==> config.mk <==
export PLATFORM = sky130hd
export DESIGN_NAME = pipe_stage_reg
export DESIGN_NICKNAME = d
export VERILOG_FILES = /design/src/rtl/pipe_stage_reg.sv
export SDC_FILE = /design/constraint.sdc
export NUM_CORES = 1
export LEC_CHECK = 0
export ABC_AREA = 1
export BUFFER_PORTS_ARGS = -buffer_cell sky130_fd_sc_hd__clkbuf_2
export CAP_MARGIN = 40
export CORE_MARGIN = 2
export CORE_UTILIZATION = 33
export DETAILED_ROUTE_END_ITERATION = 10
export GPL_ROUTABILITY_DRIVEN = 0
export PLACE_DENSITY = 0.59
export SLEW_MARGIN = 10
export SYNTH_ARGS = -nofsm -noshare
export SYNTH_HDL_FRONTEND = slang
export SYNTH_SLANG_ARGS = --single-unit
==> constraint.sdc <==
create_clock -name clk -period 1.77 [get_ports clk]
set_input_delay 0.0885 -clock clk [delete_from_list [all_inputs] [get_ports clk]]
set_output_delay 0.0885 -clock clk [all_outputs]
set_load 0.02 [all_outputs]
==> src/rtl/pipe_stage_reg.sv <==
// pipe_stage_reg: elastic valid/ready pipeline register with flush-to-bubble and optional skid entry.
// Define PIPE_STAGE_STALL_CNT_EN to add the saturating stall_cnt output.
module pipe_stage_reg #(
    parameter int              WIDTH  = 112,
    parameter int              SKID   = 1,
    parameter logic [WIDTH-1:0] BUBBLE = '0
) (
    input  logic             clk,
    input  logic             rst_n,
    input  logic             in_valid,
    input  logic [WIDTH-1:0] in_data,
    output logic             in_ready,
    output logic             out_valid,
    output logic [WIDTH-1:0] out_data,
    input  logic             out_ready,
    input  logic             flush,
`ifdef PIPE_STAGE_STALL_CNT_EN
    output logic [15:0]      stall_cnt,
`endif
    output logic [1:0]       occupancy
);

    localparam logic [1:0] EMPTY = 2'd0;
    localparam logic [1:0] FULL1 = 2'd1;
    localparam logic [1:0] FULL2 = 2'd2;

    logic [1:0]       state, state_nx;
    logic [WIDTH-1:0] main_q, main_nx, skid_q, skid_nx;
    logic             ready_q;
    logic             in_fire, out_fire;

    assign in_fire  = in_valid & in_ready;
    assign out_fire = out_valid & out_ready;

    // in_ready is precomputed from the next state so it never sees out_ready combinationally.
    always_ff @(posedge clk or negedge rst_n) begin
        if (!rst_n) begin
            state   <= EMPTY;
            main_q  <= BUBBLE;
            skid_q  <= BUBBLE;
            ready_q <= 1'b1;
        end else begin
            state   <= state_nx;
            main_q  <= main_nx;
            skid_q  <= skid_nx;
            ready_q <= state_nx != FULL2;
        end
    end

    always_comb begin
        state_nx = state;
        main_nx  = main_q;
        skid_nx  = skid_q;
        if (flush) begin
            state_nx = EMPTY;
            main_nx  = BUBBLE;
        end else if (SKID != 0) begin
            case (state)
                EMPTY: if (in_fire) begin
                    state_nx = FULL1;
                    main_nx  = in_data;
                end
                FULL1: if (in_fire && out_fire) begin
                    main_nx = in_data;
                end else if (in_fire) begin
                    state_nx = FULL2;
                    skid_nx  = in_data;
                end else if (out_fire) begin
                    state_nx = EMPTY;
                end
                FULL2: if (out_fire) begin
                    state_nx = FULL1;
                    main_nx  = skid_q;
                end
                default: state_nx = EMPTY;
            endcase
        end else if (in_fire) begin
            state_nx = FULL1;
            main_nx  = in_data;
        end else if (out_fire) begin
            state_nx = EMPTY;
        end
    end

    always_comb begin
        out_valid = state != EMPTY;
        out_data  = main_q;
        occupancy = state;
        in_ready  = (SKID != 0) ? ready_q : ((state == EMPTY) | out_ready);
    end

`ifdef PIPE_STAGE_STALL_CNT_EN
    always_ff @(posedge clk or negedge rst_n) begin
        if (!rst_n)
            stall_cnt <= '0;
        else if (out_valid && !out_ready && stall_cnt != 16'hFFFF)
            stall_cnt <= stall_cnt + 16'd1;
    end
`endif

endmodule

# Word level (Yosys, flattened, before mapping)
# Index checks and enable logic that the tools add are counted.
# word_totals
wordCells,32
memories,0
ramBits,0
ff_bits,227
inputBits,117
mem_bits_ro,0
latchBits,0
out_inout_bits,116
# classes
mux,12
shift,0
order_cmp,0
n_eq_ne,6
n_div,0
n_reduce_logical,6
bitwise,4
addsub,0
mul,0
# ops
operator,count
2-to-1 mux 112 bit,4
one-hot mux 112 bit (3 select lines),1
2-to-1 mux 2 bit,6
"inequality test 3 bit, second input constant",3
AND reduction 4 bit,2
one-hot mux 2 bit (3 select lines),1
nonzero test 4 bit,1
AND 1 bit,2
"== test 2 x 1 -> 1 bit, second input constant",1
"== test 2 bit, second input constant",1
logical NOT 2 bit,1
"inequality test 2 bit, second input constant",1
inverter 1 bit,2
nonzero test 2 bit,1
logical AND 1 bit,1

# Longest topological paths before layout
# logic_depth
word_depth,8
depth_mapped,12
ltp_nobuf,10

# Worst setup path before layout
# OpenSTA, ideal clock, no wires.
# synth_timing
kind,register to register
startpoint,register state[0] (netlist: occupancy[0])
endpoint,register main_q[10] (netlist: out_data[10])
n_path_buf,2
synth_period_minus_slack_ns,1.896
required_time_ns,1.652
setup_ns,0.118
arrival_ns,1.778
path_stages_with_launch,13
setup_slack_ns,-0.126
cell_sequence,dfrtp_1 > inv_1 > ha_1 > inv_2 > nand2_4 > nand2_1 > nand2_1 > nor2_1 > nand2_2 > buf_6 > buf_4 > nand3_1 > nand2_1
# synth_via
elab_chain_len,5
word_cells_on_any_way,13
classes_between,eq/ne (5); mux (2); bitwise (1); reduce/logical (5)
# synth_lines
element,line,source
start: declaration,27,"logic [1:0] state, state_nx;"
start signal: assignment,43,state <= state_nx;
nonzero test 2 bit *,86,out_valid = state != EMPTY;
net out_valid,13,"output logic out_valid,"
AND 1 bit *,33,assign out_fire = out_valid & out_ready;
logical AND 1 bit,63,FULL1: if (in_fire && out_fire) begin
inequality test 3 bit (no source line),n/a,
AND reduction 4 bit (no source line) *,n/a,
end signal: assignment,44,main_q <= main_nx;
end: declaration,28,"logic [WIDTH-1:0] main_q, main_nx, skid_q, skid_nx;"
# The timed path passes the listed nets; every way through them passes the cells marked *.
# A chain may end at the register's enable or synchronous reset.

# Final worst setup path
# layout_timing
startpoint,register state[0] (netlist: occupancy[0])
endpoint,register main_q[81] (netlist: out_data[81])
# layout_via
elab_chain_len,5
word_cells_on_any_way,13
classes_between,eq/ne (5); mux (2); bitwise (1); reduce/logical (5)
# layout_lines
element,line
nonzero test 2 bit,86
AND 1 bit,33
logical AND 1 bit,63
inequality test 3 bit (no source line),n/a
AND reduction 4 bit (no source line),n/a
# Several ways; a longest one is shown, not always the timed one.

==> run_results.csv <==
group,metric,value,unit
grt,top_usage_layer,"met2",
place,io_buffers,232,
run_status,status,"completed",
synthesis,synthMostInstantiatedCell,"nand2_1",
grt,met3_usage,0.0280,
synthesis,synth_area_leaders,"dfrtp_1 55%, nand3_1 11%, nand2_1 11%",
timing,tightest_slew,0.557,ns
synthesis,ys.warnings.count,0,
routing,first_pass_iters,5,
synthesis,synthesis.instances,1266,
power_and_ir_drop,power.leakage,7.71,nW
timing,setup_viol,0,
routing,wire_per_inst,16.9,um
clock_network,root_buffer,"clkbuf_16",
place,dp_cells,1832,
worst_setup_path,setup.worst_path.end_class,"register",
timing,slew_headroom,0.629,
worst_setup_path,cp_slowest_stage_delay,0.41,ns
grt,grt_pass1_wl,48100,um
grt,grt-ovfl-total,0,
synthesis,syn-cell-area,10400,um^2
routing,drc_errors,0,
timing,finalCritPeriodShare,0.978,
worst_setup_path,arrival,2.19,ns
place,place_ws,-0.000884,ns
grt,antenna_found_initial,0,
worst_setup_path,slowest_stage,"dfrtp_2",
clock_network,cts_sinks,227,
timing,fin_setup_tns,0,ns
worst_setup_path,crit_path_max_fanout,8,
floorplan,dieHeight,181,um
synthesis,synth_common_cells,"296 x nand2_1, 226 x dfrtp_1, 226 x nand3_1",
synthesis,syn_nets,1387,
floorplan,rows,64,
grt,grt_max_degree,123,
worst_setup_path,cp_top_family,"buffers and inverters",
clock_network,cts_tree,"done",
worst_setup_path,cp_common_cell,"nand2_4",
clock_network,numCtsBuffers,25,
timing,period_needed,1.73,ns
cells_and_area,area_delta_synth_final,41.2,%
worst_setup_path,crit_required,2.23,ns
synthesis,ys_types,22,
worst_setup_path,worstSetupStartpointType,"register",
floorplan,die_w,181,um
synthesis,ys_async_sr_fraction,1.00,
routing,vias,9881,
synthesis,synth-edff-count,0,
synthesis,yosysTopAreaCell,"dfrtp_1",
cells_and_area,layout.nets,1729,
worst_setup_path,critPathKind,"reg2reg",
grt,grt_use_total,0.177,
grt,first_global_vias,9175,
synthesis,ys.flop_type,"dfrtp_1",
timing,worst_slack,0.0394,ns
floorplan,dieArea,32800,um^2
clock_network,clkTransAtPathRegs,0.06,ns
timing,grt_setup_unrepaired,"yes",
timing,report.final.slew_viol_count,0,
routing,drt_iter0_markers,692,
power_and_ir_drop,cellPowerDensity,1140,nW/um^2
timing,hold_viol,0,
floorplan,coreArea,30700,um^2
clock_network,cts_max_level,1,
worst_setup_path,cp_cell_sequence,"inv_2 > buf_4 > ha_4 > nand2_4 > nand2_2 > nor2_4 > nand2_4 > buf_12 > buf_6 > nand3_1 > nand2_1",
timing,fin_skew,0.0106,ns
grt,use_met2,0.293,
cells_and_area,n_antenna_cell,0,
hold_path,hold_path_class,"in2reg",
floorplan,ios,233,
routing,ant_nets,0,
job,max_cap_violations,0,
routing,viasPerCell,4.89,
synthesis,syn_area_per_cell,8.18,um^2
clock_network,cts.path.max_buffers,3,
timing,max_freq,0.578,GHz
synthesis,ys_seq_elements,227,
place,dp_hpwl,17800,um
cells_and_area,finalNonFillerCells,2019,
floorplan,start_util,0.337,
clock_network,clk_latency,0.53,ns
power_and_ir_drop,vdd.ir_drop.worst,613,uV
cells_and_area,drive_gt1_frac,0.222,
synthesis,synth_top_area_share,0.546,
synthesis,ys_seq_area_frac,0.549,
grt,grtUsageMet1,0.242,
cells_and_area,fillCellCount,2979,
routing,wl,34100,um
worst_setup_path,crit_buf_inv,4,
## area by class of cell
cell class / count / area [um^2] / share of cell area
Sequential cell: 227 / 5680 / 0.389
Multi-Input combinational cell: 819 / 3810 / 0.261
Tap cell: 396 / 495 / 0.0339
Inverter: 123 / 467 / 0.0319
Clock inverter: 4 / 23.8 / 0.00163
Clock buffer: 38 / 704 / 0.0482
Timing Repair Buffer: 412 / 3430 / 0.235
## power breakdown
| part | internal [mW] | switching, mW | leakage, nW | total (mW) |
|---|---|---|---|---|
| registers | 6.52 | 0.680 | 2.90 | 7.20 |
| logic | 1.91 | 2.72 | 4.46 | 4.63 |
| clock network | 2.72 | 2.10 | 0.358 | 4.82 |
| total | 11.2 | 5.50 | 7.71 | 16.7 |
## layout by cell type, fill, tap and decap left out, drive strengths merged, types with 3 or more instances in the layout
cell and n:
nand2 298, clkbuf 283, dfrtp 226, nand3 226, o21ai 171, inv 124, dlygate4sd3 114, nor2 61
a21oi 56, buf 53, ha 4, clkinv 3
## timing repair
action,4_1_cts,5_1_grt
setup endpoints to repair,12,129
buffers inserted,0,8
hold buffers,114,0
pin swaps,0,7
endpoints found under the hold margin,423,0
cloned,0,23
resized for setup,3,34
## tightest hold or removal path, stage by stage
cell and delay [ns]:
clkbuf_2 0.12, nand2_4 0.09, nand3_1 0.09, nand2_1 0.05
nand2_1 0.05, nor2_1 0.05
## path summary, 6_finish.rpt
kind                                         from                  endpoint  slack, ns  depth (start not counted)
setup / recovery           occupancy[0]$_DFF_PN0_  out_data[81]$_DFFE_PN0P_       0.04                         11
min in group asynchronous                   rst_n    skid_q[89]$_DFFE_PN0P_       0.08                          2
max in group asynchronous                   rst_n    skid_q[71]$_DFFE_PN0P_       0.99                          3
setup reg to reg           occupancy[0]$_DFF_PN0_  out_data[81]$_DFFE_PN0P_       0.04                         11
hold reg to reg            skid_q[42]$_DFFE_PN0P_    skid_q[42]$_DFFE_PN0P_       0.48                          2
hold / removal                          out_ready    occupancy[1]$_DFF_PN0_       0.05                          6
## sequential cells by signal, indices dropped and copies added (netlist names)
signal	cells
occupancy	2
skid_q	112
in_ready	1
out_data	112
## layer usage
layer	wire length (um)	vias up
met5	0	-
met4	696	0
met3	2110	42
met2	16000	324
met1	15300	4726
li1	-	4789
## through the flow
step	utilization	cell area [um^2]	power, mW	hold slack (ns)
detailed placement	0.391	12000	10.8	0.0716
global route	0.475	14600	17.6	0.0864
finish	0.475	14600	16.7	0.0490
CTS	0.453	13900	15.9	0.0109
floorplan	-	10400	9.46	-0.207
global placement	0.391	12000	10.7	0.0707
## kinds of logic (layout without fill, tap and decap cells)
group / count (synthesis) / after routing / share of synthesized area
DFF: 227 / 227 / 0.549
buffers and inverters: 220 / 577 / 0.0926
adders and majority gates: 4 / 4 / 0.00483
AOI/OAI and AO/OA: 228 / 228 / 0.110
and+or+nand+nor: 587 / 587 / 0.243
(Power assumes the default switching activity.)
